==> src/rtl/bist_pkg.sv <==
// Shared state encoding and width helper for the BIST scheduler and its pattern counter.
package bist_pkg;

  localparam int STATE_W = 3;

  typedef enum logic [STATE_W-1:0] {
    ST_IDLE    = 3'd0,
    ST_SELECT  = 3'd1,
    ST_INIT    = 3'd2,
    ST_RUN     = 3'd3,
    ST_COMPARE = 3'd4,
    ST_NEXT    = 3'd5,
    ST_DONE    = 3'd6
  } state_t;

  // Bits needed to index 0..value-1, never less than one so single-entry counters still have a bit.
  function automatic int clog2_min1(input int value);
    int result;
    result = 0;
    for (int i = 0; i < 31; i++) begin
      if ((1 << i) < value) begin
        result = i + 1;
      end
    end
    if (result == 0) begin
      result = 1;
    end
    return result;
  endfunction

endpackage

==> src/rtl/bist_scheduler_if.sv <==
// Bus between the BIST scheduler and the test access logic / shared TPG-MISR datapath.
// retry_vec exists only when BIST_SCHED_RETRY_EN is defined.
interface bist_scheduler_if #(
  parameter int NCORES = 4,
  parameter int SIG_W  = 8
);

  localparam int IDX_W = bist_pkg::clog2_min1(NCORES);

  logic                      start;
  logic [NCORES-1:0]         core_mask;
  logic [NCORES*SIG_W-1:0]   golden_sig;
  logic [SIG_W-1:0]          misr_sig;
  logic [IDX_W-1:0]          core_sel;
  logic                      tpg_init;
  logic                      tpg_en;
  logic                      busy;
  logic                      done;
  logic [NCORES-1:0]         pass_vec;
  logic                      fail;
`ifdef BIST_SCHED_RETRY_EN
  logic [NCORES-1:0]         retry_vec;
`endif

  modport master (
    output start, core_mask, golden_sig, misr_sig,
`ifdef BIST_SCHED_RETRY_EN
    input  retry_vec,
`endif
    input  core_sel, tpg_init, tpg_en, busy, done, pass_vec, fail
  );

  modport slave (
    input  start, core_mask, golden_sig, misr_sig,
`ifdef BIST_SCHED_RETRY_EN
    output retry_vec,
`endif
    output core_sel, tpg_init, tpg_en, busy, done, pass_vec, fail
  );

endinterface

==> src/rtl/bist_pattern_counter.sv <==
// Counts applied patterns within one session; terminal_o flags the last pattern (NPATTERNS-1).
module bist_pattern_counter #(
  parameter int NPATTERNS = 16
) (
  input  logic clk,
  input  logic reset,
  input  logic clear_i,
  input  logic enable_i,
  output logic terminal_o
);

  localparam int CNT_W = bist_pkg::clog2_min1(NPATTERNS);

  logic [CNT_W-1:0] count_q;
  logic [CNT_W-1:0] count_d;

  always_comb begin
    count_d = count_q;
    if (clear_i) begin
      count_d = '0;
    end else if (enable_i) begin
      count_d = count_q + CNT_W'(1);
    end
  end

  always_ff @(posedge clk) begin
    if (reset) begin
      count_q <= '0;
    end else begin
      count_q <= count_d;
    end
  end

  assign terminal_o = (count_q == CNT_W'(NPATTERNS - 1));

endmodule

==> src/rtl/bist_scheduler.sv <==
// Sequences BIST sessions over NCORES cores sharing one TPG/MISR datapath and reports per-core pass/fail.
// Define BIST_SCHED_RETRY_EN to rerun a core once after its first signature mismatch.
module bist_scheduler
  import bist_pkg::*;
#(
  parameter int NCORES    = 4,
  parameter int NPATTERNS = 16,
  parameter int SIG_W     = 8
) (
  input  logic            clk,
  input  logic            reset,
  bist_scheduler_if.slave bus
);

  localparam int IDX_W = clog2_min1(NCORES);
  localparam logic [IDX_W-1:0] LAST_IDX = IDX_W'(NCORES - 1);

  state_t            state_q;
  state_t            state_d;
  logic [NCORES-1:0] mask_q;
  logic [NCORES-1:0] mask_d;
  logic [NCORES-1:0] pass_q;
  logic [NCORES-1:0] pass_d;
  logic [IDX_W-1:0]  idx_q;
  logic [IDX_W-1:0]  idx_d;
  logic              fail_q;
  logic              fail_d;
`ifdef BIST_SCHED_RETRY_EN
  logic [NCORES-1:0] retry_q;
  logic [NCORES-1:0] retry_d;
`endif

  logic              cnt_clear;
  logic              cnt_en;
  logic              cnt_last;
  logic              sig_match;
  logic [SIG_W-1:0]  golden_arr [NCORES];

  for (genvar g = 0; g < NCORES; g++) begin : g_golden
    assign golden_arr[g] = bus.golden_sig[g*SIG_W +: SIG_W];
  end

  assign sig_match = (bus.misr_sig == golden_arr[idx_q]);
  assign cnt_clear = (state_q == ST_INIT);
  assign cnt_en    = (state_q == ST_RUN);

  bist_pattern_counter #(
    .NPATTERNS (NPATTERNS)
  ) u_pattern_counter (
    .clk        (clk),
    .reset      (reset),
    .clear_i    (cnt_clear),
    .enable_i   (cnt_en),
    .terminal_o (cnt_last)
  );

  // fail is resolved on the transition into DONE, when pass_q already holds the last compare.
  always_comb begin
    state_d = state_q;
    mask_d  = mask_q;
    pass_d  = pass_q;
    idx_d   = idx_q;
    fail_d  = fail_q;
`ifdef BIST_SCHED_RETRY_EN
    retry_d = retry_q;
`endif
    case (state_q)
      ST_IDLE: begin
        if (bus.start) begin
          mask_d  = bus.core_mask;
          idx_d   = '0;
          pass_d  = '0;
          fail_d  = 1'b0;
`ifdef BIST_SCHED_RETRY_EN
          retry_d = '0;
`endif
          state_d = ST_SELECT;
        end
      end
      ST_SELECT: begin
        if (mask_q[idx_q]) begin
          state_d = ST_INIT;
        end else if (idx_q == LAST_IDX) begin
          fail_d  = |(mask_q & ~pass_q);
          state_d = ST_DONE;
        end else begin
          idx_d = idx_q + IDX_W'(1);
        end
      end
      ST_INIT: begin
        state_d = ST_RUN;
      end
      ST_RUN: begin
        if (cnt_last) begin
          state_d = ST_COMPARE;
        end
      end
      ST_COMPARE: begin
        pass_d[idx_q] = sig_match;
        state_d       = ST_NEXT;
`ifdef BIST_SCHED_RETRY_EN
        if (!sig_match && !retry_q[idx_q]) begin
          retry_d[idx_q] = 1'b1;
          state_d        = ST_INIT;
        end
`endif
      end
      ST_NEXT: begin
        if (idx_q == LAST_IDX) begin
          fail_d  = |(mask_q & ~pass_q);
          state_d = ST_DONE;
        end else begin
          idx_d   = idx_q + IDX_W'(1);
          state_d = ST_SELECT;
        end
      end
      ST_DONE: begin
        state_d = ST_IDLE;
      end
      default: begin
        state_d = ST_IDLE;
      end
    endcase
  end

  always_ff @(posedge clk) begin
    if (reset) begin
      state_q <= ST_IDLE;
      mask_q  <= '0;
      pass_q  <= '0;
      idx_q   <= '0;
      fail_q  <= 1'b0;
`ifdef BIST_SCHED_RETRY_EN
      retry_q <= '0;
`endif
    end else begin
      state_q <= state_d;
      mask_q  <= mask_d;
      pass_q  <= pass_d;
      idx_q   <= idx_d;
      fail_q  <= fail_d;
`ifdef BIST_SCHED_RETRY_EN
      retry_q <= retry_d;
`endif
    end
  end

  assign bus.core_sel = idx_q;
  assign bus.tpg_init = (state_q == ST_INIT);
  assign bus.tpg_en   = (state_q == ST_RUN);
  assign bus.busy     = (state_q != ST_IDLE);
  assign bus.done     = (state_q == ST_DONE);
  assign bus.pass_vec = pass_q;
  assign bus.fail     = fail_q;
`ifdef BIST_SCHED_RETRY_EN
  assign bus.retry_vec = retry_q;
`endif

endmodule

==> src/flat_wrapper.sv <==
// flat-port wrapper written by rule: the top's interface ports become plain ports
module bist_scheduler_flat import bist_pkg::*;
#(
  parameter int NCORES    = 4,
  parameter int NPATTERNS = 16,
  parameter int SIG_W     = 8
)
  (clk, reset, bus_start, bus_core_mask, bus_golden_sig, bus_misr_sig, bus_core_sel, bus_tpg_init, bus_tpg_en, bus_busy, bus_done, bus_pass_vec, bus_fail);
  bist_scheduler_if #(.NCORES(NCORES), .SIG_W(SIG_W)) bus_i ();
  input  logic clk;
  input  logic reset;
  input wire logic [$bits(bus_i.start)-1:0] bus_start;
  input wire logic [$bits(bus_i.core_mask)-1:0] bus_core_mask;
  input wire logic [$bits(bus_i.golden_sig)-1:0] bus_golden_sig;
  input wire logic [$bits(bus_i.misr_sig)-1:0] bus_misr_sig;
  output wire logic [$bits(bus_i.core_sel)-1:0] bus_core_sel;
  output wire logic [$bits(bus_i.tpg_init)-1:0] bus_tpg_init;
  output wire logic [$bits(bus_i.tpg_en)-1:0] bus_tpg_en;
  output wire logic [$bits(bus_i.busy)-1:0] bus_busy;
  output wire logic [$bits(bus_i.done)-1:0] bus_done;
  output wire logic [$bits(bus_i.pass_vec)-1:0] bus_pass_vec;
  output wire logic [$bits(bus_i.fail)-1:0] bus_fail;
  assign bus_i.start = bus_start;
  assign bus_i.core_mask = bus_core_mask;
  assign bus_i.golden_sig = bus_golden_sig;
  assign bus_i.misr_sig = bus_misr_sig;
  assign bus_core_sel = bus_i.core_sel;
  assign bus_tpg_init = bus_i.tpg_init;
  assign bus_tpg_en = bus_i.tpg_en;
  assign bus_busy = bus_i.busy;
  assign bus_done = bus_i.done;
  assign bus_pass_vec = bus_i.pass_vec;
  assign bus_fail = bus_i.fail;
  bist_scheduler #(.NCORES(NCORES), .NPATTERNS(NPATTERNS), .SIG_W(SIG_W)) u_core (.clk(clk), .reset(reset), .bus(bus_i));
endmodule
==> config.mk <==
export PLATFORM = sky130hd
export DESIGN_NAME = bist_scheduler_flat
export DESIGN_NICKNAME = d
export VERILOG_FILES = /design/src/rtl/bist_pkg.sv /design/src/rtl/bist_scheduler_if.sv /design/src/rtl/bist_pattern_counter.sv /design/src/rtl/bist_scheduler.sv /design/src/flat_wrapper.sv
export SDC_FILE = /design/constraint.sdc
export NUM_CORES = 1
export LEC_CHECK = 0
export CORE_ASPECT_RATIO = 0.9
export CORE_MARGIN = 2
export CORE_UTILIZATION = 37
export DETAILED_ROUTE_END_ITERATION = 10
export GPL_TIMING_DRIVEN = 0
export HOLD_SLACK_MARGIN = 0.02
export PLACE_DENSITY = 0.76
export SYNTH_ARGS = -nofsm -noshare
export SYNTH_HDL_FRONTEND = slang
export SYNTH_SLANG_ARGS = --single-unit
==> constraint.sdc <==
create_clock -name clk -period 2.1 [get_ports clk]
set_input_delay 0.63 -clock clk [delete_from_list [all_inputs] [get_ports clk]]
set_output_delay 0.63 -clock clk [all_outputs]
set_load 0.05 [all_outputs]
== Yosys cells after proc, flatten, opt, wreduce, memory -nomap -nowiden ==
Cells that the tools add are included.
Word-level totals
  bits of input ports: 47
  logic and storage cells: 62
  flip-flop bits (word level): 18
  output and inout port bits: 11
Cells by class
  equality and inequality tests: 13
  add/subtract/negate cells: 2
  multiplexer cells: 24
  reductions and logical operators: 11
  order comparisons: 3
  bitwise logic cells: 3
Operators by type and width (count)
  3-bit one-hot mux with 6 select lines: 1
  8-bit binary-select mux with 2-bit select: 1
  8-bit 2-to-1 mux: 2
  3-bit 2-to-1 mux: 5
  3-bit equality test, second input constant: 3
  8-bit equality test: 1
  4-bit one-hot mux with 2 select lines: 1
  3-bit by 2-bit equality test with 1-bit output, second input constant: 2
  2-bit 2-to-1 mux: 3
  2-bit one-hot mux with 3 select lines: 1
  3-bit AND reduction: 2
  3-bit nonzero test: 2
  1-bit 2-to-1 mux: 5
  4-bit by 1-bit adder with 4-bit output, second input constant: 1
  4-bit AND: 1
  4-bit bitwise mux: 1
  4-bit equality test, second input constant: 1
  4-bit 2-to-1 mux: 1
  2-bit != test, second input constant: 2
  4-bit NOT: 1
  2-bit AND reduction: 2
  4-bit OR reduction: 1
  3-bit by 1-bit equality test with 1-bit output, second input constant: 1
  3-bit >= comparator, second input constant: 1
  other kinds (14): 14

== Depth between registers and ports, before layout ==
  depth in word-level cells: 7
  depth in mapped cells: 6
  gate-level depth less buffers: 6

== Hierarchy ==
Synthesis repeated with hierarchy kept, for this count alone.
Unflattened totals
  cells, all modules: 136
  area total of the unflattened synthesis: 1318.8 sq um
By module, submodules not included
  bist_scheduler: area an instance 1134.8 sq um, instances 1, cells each 118, sequential area each 280.3 sq um
  bist_pattern_counter: area an instance 183.9 sq um, instances 1, cells each 18, sequential area each 80.1 sq um

== Worst setup path before layout ==
Ideal clock, no wire load.
  path type: register to register
  start point: register u_core.idx_q[0] (netlist: u_core.bus.core_sel[0])
  end point: register u_core.pass_q[3] (netlist: u_core.bus.pass_vec[3])
  cell stages (with the launch flop): 7
  setup time: 61 ps
  period minus slack after synthesis: 2343 ps
  arrival: 2283 ps
  data required time: 2039 ps
  path slack: -243 ps
  path buffers: 1
  cells stage by stage: dfxtp_1 buf_6 mux4_2 xnor2_1 nand4_1 nor4_4 a32o_2
On the way
  cells in the longest elaborated chain, start to end: 7
  elaborated cells between the ends (all ways): 12
  classes of those cells: order compare (2); eq/ne (1); mux (7); bitwise (1); reduce/logical (1)
Ends and longest elaborated chain
  from (decl): RTL line bist_scheduler.sv:24  | logic [IDX_W-1:0] idx_q;
  from (signal assigned): RTL line bist_scheduler.sv:140  | idx_q <= idx_d;
  2-bit NOT with 3-bit output (implied by the code): RTL line bist_scheduler.sv:43  | assign sig_match = (bus.misr_sig == golden_arr[idx_q]);
  8-bit binary-select mux with 2-bit select: RTL line bist_scheduler.sv:43
  8-bit 2-to-1 mux (implied by the code) (2 in series): RTL line bist_scheduler.sv:43
  8-bit equality test: RTL line bist_scheduler.sv:43
  4-bit bitwise mux (*): RTL line bist_scheduler.sv:99  | pass_d[idx_q] = sig_match;
  4-bit one-hot mux with 2 select lines (*): RTL line bist_scheduler.sv:67  | case (state_q)
  to (signal assigned): RTL line bist_scheduler.sv:139  | pass_q <= pass_d;
  to (decl): RTL line bist_scheduler.sv:22  | logic [NCORES-1:0] pass_q;
Every way passes the cells marked *; elsewhere a longest branch is shown, timed or not. The select of a mux whose other input is x is not followed.
A chain may end at the register's enable or synchronous reset.

== Final worst setup path ==
  start point: input port bus_golden_sig[25]
  end point: register u_core.pass_q[3] (netlist: u_core.bus.pass_vec[3])
On the way
  cells in the longest elaborated chain, start to end: 6
Ends and longest elaborated chain
  from (decl): RTL line flat_wrapper.sv:14  | input wire logic [$bits(bus_i.golden_sig)-1:0] bus_golden_sig;
  8-bit binary-select mux with 2-bit select: RTL line bist_scheduler.sv:43
  8-bit 2-to-1 mux (implied by the code) (2 in series): RTL line bist_scheduler.sv:43
  8-bit equality test: RTL line bist_scheduler.sv:43
  4-bit bitwise mux: RTL line bist_scheduler.sv:99
  4-bit one-hot mux with 2 select lines: RTL line bist_scheduler.sv:67
No other way between the ends. The select of a mux whose other input is x is not followed.

==> impl_metrics.yaml <==
global_route:
  grt_first_pass_wirelength_mm: 5.89
  grt_start_max_net_pins: 11
  grt_use_total_pct: 19.5
  antenna_found_initial: 0
  grt_pass1_vias: 1297
  grt-ovfl-total: 0
yosys:
  ys_ff_latch: 18
  synthArstFlopShare_pct: 0
  ys_types: 34
  ys_warn_count: 0
  synth_cells: 141
  yosys.area_share.adder_pct: 4.99
  syn_avg_cell_area_um2: 8.89
  yosys_most_used_dff: "dfxtp_1"
  yosys.area_share.simple_pct: 19.4
  synthXorXnorAreaFrac_pct: 8.38
  synth_edf_count: 0
  synth.area.mux_share_pct: 17.2
  ys_seq_area_share_pct: 28.7
  netlist_area_mm2: 0.00125
  synth_top_family_by_area: "simple AND/OR/NAND/NOR gates"
  synth_compound_gate_area_share_pct: 14.8
  syn-num-nets: 193
power:
  power.internal_w: 0.000710
  p_per_area_mw_per_mm2: 533
  clkPwrFrac_pct: 24.3
  netSwitchingFraction_pct: 32.6
  irDropWorstVdd_mv: 0.280
  p_leak_nw: 0.869
  p_comb_share_pct: 38.9
  p_seq_share_pct: 36.8
  switching_power_w: 0.000344
place:
  hpwl_mm: 2.85
  placed_cells: 241
  routabilityCongestion: 0.828
  io_buffers: 56
detailed_routing:
  post_drt_wl_per_cell_um: 15.1
  antenna_left: 0
  dr_total_vias: 1315
  drtPass1Iterations: 4
  drtIter0Drc: 85
  routed_wl_mm: 3.75
  vias_per_cell: 5.30
  drc: 0
clock_network:
  holdBufCountCts: 0
  clkLatencyLatePin_ps: 260
  clk_path_buf_depth: 2
  root_buffer: "clkbuf_8"
  cts_num_sinks: 18
  path_clk_slew_ps: 70
  cts-buffers-inserted: 3
  cts-htree-levels: 1
  cts_tree: "done"
floorplanning:
  die_h_um: 59.2
  num_io_pins: 58
  floorplan.die_area_mm2: 0.00387
  rows: 20
  core_area_mm2: 0.00330
  start_util_pct: 38.0
  die_w_um: 65.4
layout:
  nFillCells: 296
  layout_commonest_cell: "clkdlybuf4s50_1"
  final_core_util_pct: 59.9
  final_cells: 248
  drive_gt1_share_pct: 15.7
  antenna_cells: 0
  final_cell_mix: "23 x clkdlybuf4s50_1, 18 x nand2_1, 16 x clkdlybuf4s15_1, 15 x a21oi_1, 15 x dfxtp_1"
  syn2layout_area_growth_pct: 57.9
  nets: 257
min_path:
  hold_class: "flop to flop"
job:
  cap_violations: 0
status:
  outcome: "finished clean"
timing:
  final.period_utilization_pct: 99.3
  period_minus_slack_ps: 2080
  setup_violations: 0
  tns_ps: 0
  rsz0062_at_grt: "true"
  relSlewSlack_pct: 50.2
  fmax_ghz: 0.480
  skew_ps: 2.39
  tightest_slew_ps: 741
  hold_viol_final: 0
  timing.hold.ws_ps: 488
  drv_slew: 0
critical_path:
  worst_path_largest_cell_delay_ps: 520
  critical_path_class: "input port to flop"
  cpMaxStageDelayCell: "mux4_2"
  path_cells: "clkdlybuf4s15_1 > mux4_2 > xnor2_2 > nand4_1 > nor4_4 > a32o_2"
  cp_max_fo: 4
  crit_path_end_kind: "flop"
  required_ps: 2300
  worstPathArrival_ps: 2290
  critPathLaunchType: "input port"
-- synthesized netlist by cell type (3+ instances only) --
cell type | instances | area share (%)
dfxtp_1 | 18 | 29
nand2_1 | 18 | 5.4
a21oi_1 | 15 | 6.0
nor2_1 | 12 | 3.6
inv_1 | 11 | 3.3
nand3_1 | 7 | 2.8
xnor2_1 | 7 | 4.9
ha_1 | 5 | 5.0
xor2_1 | 5 | 3.5
mux4_1 | 4 | 8.4
mux4_2 | 4 | 7.2
a31o_1 | 3 | 2.1
clkbuf_1 | 3 | 0.90
nand4_1 | 3 | 1.5
nor3_1 | 3 | 1.2
-- registers in the layout (all words and copies together), names as in the netlist --
signal                            count
u_core.bus.core_sel                   2
u_core.state_q                        3
u_core.bus.pass_vec                   4
u_core.bus.fail                       1
u_core.mask_q                         4
u_core.u_pattern_counter.count_q      4
-- cells by family after synthesis --
family,Yosys count
AO/OA/AOI/OAI,29
XOR/XNOR,12
adder cells (fa/ha/maj),5
buffers and inverters,17
flip-flops,18
multiplexers,10
AND/OR/NAND/NOR,50
-- final timing paths --
check	startpoint	endpoint	slack, ps	cells after the start
max	bus_golden_sig[25]	u_core.bus.pass_vec[3]$_SDFFE_PP0P_	20	6
min reg2reg	u_core.mask_q[2]$_SDFFE_PP0P_	u_core.mask_q[2]$_SDFFE_PP0P_	490	2
min	u_core.mask_q[2]$_SDFFE_PP0P_	u_core.mask_q[2]$_SDFFE_PP0P_	490	2
max reg2reg	u_core.bus.core_sel[0]$_SDFFE_PP0P_	u_core.bus.pass_vec[3]$_SDFFE_PP0P_	30	6
-- power groups by stage --
stage / combinational [W] / sequential [W] / clock (W)
3_3_place_gp: 0.000372 / 0.000386 / 0
2_1_floorplan: 0.000226 / 0.000396 / 0
4_1_cts: 0.000395 / 0.000386 / 0.000253
3_5_place_dp: 0.000386 / 0.000386 / 0
5_1_grt: 0.000439 / 0.000391 / 0.000277
6_report: 0.000410 / 0.000388 / 0.000256
-- per-stage QoR --
step	total power, W	area (um2)	setup slack [ps]
3_5_place_dp	0.000772	1870	-519
2_1_floorplan	0.000622	1260	80.7
6_report	0.00105	1980	15.5
5_1_grt	0.00111	1980	-35.7
3_3_place_gp	0.000758	1870	-460
4_1_cts	0.00103	1950	-30.6
-- repair_timing --
| item | CTS | global route |
|---|---|---|
| setup endpoints to repair | 8 | 13 |
| buffers inserted | 2 | 2 |
| gates resized for setup | 56 | 20 |
| pin swaps | 11 | 7 |
-- routing by layer --
layer	routed length [um]	share of wire [%]	vias up	global-route usage, %
met2	1930	51	55	34.1
met4	101	2.7	0	8.04
li1	-	-	635	-
met3	231	6.2	15	3.61
met5	0	0	-	0
met1	1500	40	610	23.7
-- worst max-delay path, delay by kind of cell --
family / cells / cell delay [ps]
muxes: 1 / 520
and+or+nand+nor: 2 / 580
xor gates and xnor gates: 1 / 160
buffers and inverters: 1 / 180
AOI/OAI and AO/OA: 1 / 220
-- final cells by class --
type	count	area (um2)	share of cell area, %
plain buffers	5	47.5	2.40
clock buffers	4	45.0	2.28
inverters	11	41.3	2.09
multi-input cells	106	840	42.4
flip-flops and latches	18	367	18.5
well taps	44	55.1	2.78
repair buffers	60	584	29.5
No activity file was read; power rests on OpenSTA's default activity.
